[src/rtl/fir_pkg.sv]
// Shared types and constants for the FIR stimulus driver: FSM states,
// waveform mode codes, waveform amplitudes and the LFSR definition.
package fir_pkg;

    typedef enum logic [2:0] {
        IDLE,
        LOAD,
        GAP,
        STREAM,
        DONE
    } state_e;

    typedef enum logic [1:0] {
        MODE_IMPULSE = 2'd0,
        MODE_STEP    = 2'd1,
        MODE_RAMP    = 2'd2,
        MODE_LFSR    = 2'd3
    } mode_e;

    localparam logic [7:0] IMPULSE_AMP = 8'h7F;
    localparam logic [7:0] STEP_AMP    = 8'h40;
    localparam logic [7:0] LFSR_SEED   = 8'h01;
    // x^8+x^6+x^5+x^4+1: feedback taken from bits 7,5,4,3
    localparam logic [7:0] LFSR_TAPS   = 8'hB8;

    function automatic logic [7:0] lfsr_next(input logic [7:0] s);
        return {s[6:0], ^(s & LFSR_TAPS)};
    endfunction

endpackage

[src/rtl/fir_stim_pattern_gen.sv]
// Test waveform source: presents the current sample for the selected mode and
// steps its internal state (ramp counter, LFSR, impulse-first flag) on advance.
module fir_stim_pattern_gen
    import fir_pkg::*;
(
    input  logic       clk,
    input  logic       reset,
    input  logic [1:0] mode,
    input  logic       advance,
    input  logic       restart,
    output logic [7:0] sample
);

    logic [7:0] ramp_q;
    logic [7:0] lfsr_q;
    logic       first_q;

    always_ff @(posedge clk) begin
        if (reset || restart) begin
            ramp_q  <= 8'h00;
            lfsr_q  <= LFSR_SEED;
            first_q <= 1'b1;
        end else if (advance) begin
            ramp_q  <= ramp_q + 8'h01;
            lfsr_q  <= lfsr_next(lfsr_q);
            first_q <= 1'b0;
        end
    end

    always_comb begin
        sample = 8'h00;
        unique case (mode_e'(mode))
            MODE_IMPULSE: sample = first_q ? IMPULSE_AMP : 8'h00;
            MODE_STEP:    sample = STEP_AMP;
            MODE_RAMP:    sample = ramp_q;
            MODE_LFSR:    sample = lfsr_q;
            default:      sample = 8'h00;
        endcase
    end

endmodule

[src/rtl/fir_stim_tx.sv]
// Self-test transmit driver for the FIR input port: loads the coefficient set,
// then streams a selectable waveform with a strobe every RATE_DIV cycles.
module fir_stim_tx
    import fir_pkg::*;
#(
    parameter int NUM_TAPS = 4,
    parameter int DATA_W   = 8,
    parameter int RATE_DIV = 4,
    parameter logic [NUM_TAPS*DATA_W-1:0] COEFFS = {8'h10, 8'h20, 8'h20, 8'h10}
) (
    input  logic              clk,
    input  logic              reset,
    input  logic              start,
    input  logic              stop,
    input  logic [1:0]        mode,
    input  logic [7:0]        num_samples,
    output logic [DATA_W-1:0] x_n,
    output logic              s_axis_fir_tvalid,
    output logic              s_set_coeffs,
    output logic              busy,
    output logic              done
);

    localparam int TAP_W  = (NUM_TAPS > 1) ? $clog2(NUM_TAPS) : 1;
    localparam int RATE_W = $clog2(RATE_DIV) + 1;
    localparam logic [TAP_W-1:0]  TAP_LAST  = TAP_W'(NUM_TAPS - 1);
    localparam logic [RATE_W-1:0] RATE_LAST = RATE_W'(RATE_DIV - 1);

    state_e            state;
    logic [TAP_W-1:0]  tap_cnt;
    logic [RATE_W-1:0] rate_cnt;
    logic [7:0]        samp_cnt;
    logic [1:0]        mode_q;
    logic [7:0]        nsamp_q;

    logic       run_start;
    logic       stream_last;
    logic       emit;
    logic [7:0] pat_sample;

    function automatic logic [DATA_W-1:0] coef_at(input int k);
        return COEFFS[k*DATA_W +: DATA_W];
    endfunction

    // stream_last marks the cycle carrying the final pulse of a finite run
    always_comb begin
        run_start   = (state == IDLE) && start && !stop;
        stream_last = (state == STREAM) && s_axis_fir_tvalid &&
                      (nsamp_q != 8'd0) && (samp_cnt == nsamp_q);
        emit        = !stop && ((state == GAP) ||
                      ((state == STREAM) && !stream_last && (rate_cnt == RATE_LAST)));
    end

    fir_stim_pattern_gen u_pattern (
        .clk     (clk),
        .reset   (reset),
        .mode    (mode_q),
        .advance (emit),
        .restart (run_start),
        .sample  (pat_sample)
    );

    always_ff @(posedge clk) begin
        if (reset) begin
            state             <= IDLE;
            tap_cnt           <= '0;
            rate_cnt          <= '0;
            samp_cnt          <= 8'd0;
            mode_q            <= 2'd0;
            nsamp_q           <= 8'd0;
            x_n               <= '0;
            s_axis_fir_tvalid <= 1'b0;
            s_set_coeffs      <= 1'b0;
            busy              <= 1'b0;
            done              <= 1'b0;
        end else if (state != IDLE && stop) begin
            state             <= IDLE;
            x_n               <= '0;
            s_axis_fir_tvalid <= 1'b0;
            s_set_coeffs      <= 1'b0;
            busy              <= 1'b0;
            done              <= 1'b0;
        end else begin
            unique case (state)
                IDLE: begin
                    x_n               <= '0;
                    s_axis_fir_tvalid <= 1'b0;
                    s_set_coeffs      <= 1'b0;
                    busy              <= 1'b0;
                    done              <= 1'b0;
                    if (run_start) begin
                        state             <= LOAD;
                        mode_q            <= mode;
                        nsamp_q           <= num_samples;
                        tap_cnt           <= '0;
                        rate_cnt          <= '0;
                        samp_cnt          <= 8'd0;
                        x_n               <= coef_at(0);
                        s_axis_fir_tvalid <= 1'b1;
                        s_set_coeffs      <= 1'b1;
                        busy              <= 1'b1;
                    end
                end
                LOAD: begin
                    if (tap_cnt == TAP_LAST) begin
                        state             <= GAP;
                        x_n               <= '0;
                        s_axis_fir_tvalid <= 1'b0;
                        s_set_coeffs      <= 1'b0;
                    end else begin
                        tap_cnt <= tap_cnt + 1'b1;
                        x_n     <= coef_at(int'(tap_cnt) + 1);
                    end
                end
                GAP: begin
                    state             <= STREAM;
                    rate_cnt          <= '0;
                    samp_cnt          <= 8'd1;
                    s_axis_fir_tvalid <= 1'b1;
                    x_n               <= DATA_W'(pat_sample);
                end
                STREAM: begin
                    if (stream_last) begin
                        state             <= DONE;
                        s_axis_fir_tvalid <= 1'b0;
                        done              <= 1'b1;
                    end else if (rate_cnt == RATE_LAST) begin
                        rate_cnt          <= '0;
                        samp_cnt          <= samp_cnt + 8'd1;
                        s_axis_fir_tvalid <= 1'b1;
                        x_n               <= DATA_W'(pat_sample);
                    end else begin
                        rate_cnt          <= rate_cnt + 1'b1;
                        s_axis_fir_tvalid <= 1'b0;
                    end
                end
                DONE: begin
                    state             <= IDLE;
                    x_n               <= '0;
                    s_axis_fir_tvalid <= 1'b0;
                    busy              <= 1'b0;
                    done              <= 1'b0;
                end
                default: state <= IDLE;
            endcase
        end
    end

endmodule

[config.mk]
export PLATFORM = sky130hd
export DESIGN_NAME = fir_stim_tx
export DESIGN_NICKNAME = d
export VERILOG_FILES = /design/src/rtl/fir_pkg.sv /design/src/rtl/fir_stim_pattern_gen.sv /design/src/rtl/fir_stim_tx.sv
export SDC_FILE = /design/constraint.sdc
export NUM_CORES = 1
export LEC_CHECK = 0
export ABC_CLOCK_PERIOD_IN_PS = 4440
export CAP_MARGIN = 5
export CORE_MARGIN = 5
export CORE_UTILIZATION = 50
export DETAILED_ROUTE_END_ITERATION = 6
export GPL_ROUTABILITY_DRIVEN = 0
export PLACE_DENSITY_LB_ADDON = 0.08
export RECOVER_POWER = 100
export SLEW_MARGIN = 5
export SYNTH_ARGS = -nofsm -noshare
export SYNTH_HDL_FRONTEND = slang
export SYNTH_HIERARCHICAL = 1
export SYNTH_SLANG_ARGS = --single-unit
[constraint.sdc]
create_clock -name clk -period 4.44 [get_ports clk]
set_clock_uncertainty 0.05 [all_clocks]
set_input_delay 0.888 -clock clk [delete_from_list [all_inputs] [get_ports clk]]
set_output_delay 0.888 -clock clk [all_outputs]
set_load 0.01 [all_outputs]
==> impl_metrics.py <==
metrics = {
    "outcome": {
        "status": "finished, final reports clean",
    },
    "logic_synthesis": {
        "synth-edff-count": 0,
        "ys_types": 47,
        "netlist_instances": 333,
        "netlist_area_sq_mm": 0.00273,
        "synthFlopType": "dfxtp_1",
        "avgSynthCellArea_sq_um": 8.19,
        "ys_warn_count": 6,
        "ys_seq_area_share_pct": 40.3,
        "synthArstFlopShare_pct": 0,
        "ys_seq_elements": 55,
        "synth_nets": 352,
    },
    "grt": {
        "antenna_found_initial": 0,
        "grt_most_used_layer": "met1",
        "grt_pass1_vias": 2002,
        "overflow": 0,
        "grt_usage_pct": 16.7,
        "grtUsageMet2_pct": 23.1,
        "met1_usage_pct": 25.5,
        "grt_max_degree": 25,
        "grt_pass1_wl_um": 9730,
        "gr-usage-met3_pct": 4.24,
    },
    "floorplanning": {
        "dieArea_sq_mm": 0.00704,
        "num_rows": 26,
        "io_pins": 26,
        "core_sq_mm": 0.00520,
        "die_x_um": 83.9,
        "die_y_um": 83.9,
        "initial_core_util_pct": 52.4,
    },
    "clocking": {
        "cts_tree": "done",
        "path_clk_slew_ns": 0.10,
        "holdBufCountCts": 0,
        "clockBufferDepth": 2,
        "cts.sinks": 55,
        "cts_max_level": 2,
        "cts_setup_buffers": 0,
        "ctsResizeCount": 0,
        "cts_made_buffers": 5,
        "cts-root-buf": "clkbuf_8",
        "clock_latency_ns": 0.31,
    },
    "timing": {
        "fin_ws_ns": 1.04,
        "hold_violations": 0,
        "setup_violations": 0,
        "period_share_pct": 76.5,
        "rsz0062_at_grt": "no",
        "worst_pin_slew_ns": 1.08,
        "fmax_mhz": 294,
        "slew-limit-headroom_pct": 28.3,
        "min_period_ns": 3.40,
        "fin_setup_tns_ns": 0,
        "drv_slew": 0,
    },
    "critical_path": {
        "required_ns": 4.63,
        "worstSetupPathType": "reg -> reg",
        "crit_path_end_kind": "flop",
        "cp.arrival_ns": 3.58,
        "rrSetupSlack_ns": 1.04,
        "path_max_fanout": 24,
        "worstSetupStartpointType": "flop",
    },
    "drt": {
        "drc": 0,
        "dr_total_vias": 2360,
        "drt_first_pass_iters": 5,
        "detail-route-antenna-nets": 0,
        "post_drt_via_cell_ratio": 5.65,
        "wl_per_cell_um": 13.7,
        "wl_um": 5730,
        "drtIter0Drc": 231,
    },
    "final_layout": {
        "nNetsFinal": 366,
        "areaGrowthSynthToFinish_pct": 14.0,
        "finalNonFillerCells": 418,
        "drive_above_1_share_pct": 3.74,
        "num_antenna_cells": 0,
        "fin_area_sq_mm": 0.00311,
    },
    "power_and_ir_drop": {
        "p_leak_nw": 1.16,
        "power_density_mw_per_mm2": 319,
        "vdd_drop_max_uv": 180,
    },
    "run": {
        "maxCapViolCount": 0,
    },
    "placement": {
        "port_buffers": 25,
        "placed_cells": 410,
        "pre_cts_slack_ns": 1.16,
        "hpwl_um": 4070,
        "dpl_cell_area_sq_mm": 0.00299,
    },
    "hold_path": {
        "min-delay-path-class": "reg -> reg",
    },
}
[metal layers]
metal	wire [um]	part of all wire (%)
met5	0	0
met1	2960	52
met3	395	6.9
met4	60	1.0
met2	2310	40
[cell usage after synthesis (all sizes together), types with 3 or more instances]
| cell type | count | area, sq um |
|---|---|---|
| or3 | 8 | 51.3 |
| mux2i | 17 | 170 |
| o21ai | 23 | 115 |
| nand4 | 6 | 43.8 |
| nand2b | 3 | 18.8 |
| nand3 | 14 | 70.1 |
| nor3 | 4 | 20.0 |
| or4 | 6 | 45.0 |
| nor4 | 6 | 37.5 |
| buf | 9 | 58.8 |
| dfxtp | 55 | 1100 |
| inv | 6 | 22.5 |
| nand2 | 48 | 180 |
| clkbuf | 13 | 48.8 |
| ha | 5 | 62.6 |
| o31ai | 5 | 37.5 |
| nor2 | 24 | 90.1 |
| nor2b | 6 | 37.5 |
| xnor2 | 4 | 35.0 |
| a21oi | 36 | 180 |
| xor2 | 11 | 96.3 |
[worst paths after layout]
kind / start / to / depth (start not counted)
worst max-delay path: state[2] / u_pattern/ramp_q[7] / 8
worst min-delay path: rate_cnt[2] / rate_cnt[2] / 2
worst max register to register: state[2] / u_pattern/ramp_q[7] / 8
worst min register to register: rate_cnt[2] / rate_cnt[2] / 2
[power breakdown]
group	leakage, nW	internal, mW	switching [mW]
Combinational	0.651	0.0396	0.0535
Clock	0.0644	0.225	0.161
Sequential	0.445	0.504	0.0113
[sequential cells by signal, summed over array words and instances, names as in the netlist]
register,cells
nsamp_q,8
samp_cnt,8
u_pattern/lfsr_q,8
u_pattern/ramp_q,8
x_n,8
rate_cnt,3
state,3
mode_q,2
tap_cnt,2
busy,1
done,1
s_axis_fir_tvalid,1
s_set_coeffs,1
u_pattern/first_q,1
[kinds of logic after synthesis]
family	synth area share [%]
compound gates	16.5
buf+inv	4.77
flops	40.3
xor+xnor	4.81
simple gates	25.0
mux	6.24
fa+ha+maj	2.29
[cells in the final DEF (no fill, tap or decap), types with 3 or more instances in the layout]
master | Yosys | final
nor4_1 | 6 | 6
o21ai_0 | 21 | 21
xnor2_1 | 4 | 4
mux2i_1 | 17 | 17
ha_1 | 5 | 5
a21oi_1 | 36 | 36
nand3_1 | 14 | 14
or4_1 | 6 | 6
nand2_1 | 48 | 48
nor3_1 | 4 | 4
nor2b_1 | 6 | 6
xor2_1 | 11 | 11
clkdlybuf4s50_1 | 0 | 11
clkbuf_8 | 0 | 5
or3_1 | 7 | 7
dlygate4sd3_1 | 0 | 14
dfxtp_1 | 55 | 55
nor2_1 | 24 | 24
nand2b_1 | 3 | 3
o31ai_1 | 5 | 5
nand4_1 | 5 | 6
inv_1 | 6 | 6
[critical path, stage by stage (launching register included)]
cell and delay (ns):
dfxtp_1 0.63, nand4b_1 0.21, nor2_1 0.07, and4_1 0.43, o21ai_0 0.24, and3b_1 0.63
nand4_1 0.33, or4_1 0.57, a21oi_1 0.15
[area by class of cell]
class / count / area, sq um
Fill cell: 489 / 2090
Clock inverter: 3 / 67.6
Inverter: 6 / 22.5
Tap cell: 70 / 87.6
Timing Repair Buffer: 29 / 273
Sequential cell: 55 / 1100
Multi-Input combinational cell: 250 / 1490
Clock buffer: 5 / 68.8
[stage by stage]
step	hold WS [ns]	total power, mW	utilization [%]
2_1_floorplan	0.353	0.587	-
3_3_place_gp	0.364	0.623	57.4
3_5_place_dp	0.364	0.623	57.4
4_1_cts	0.379	1.00	60.0
5_1_grt	0.420	1.04	59.8
6_report	0.379	0.994	59.8
(Power assumes the default switching activity.)
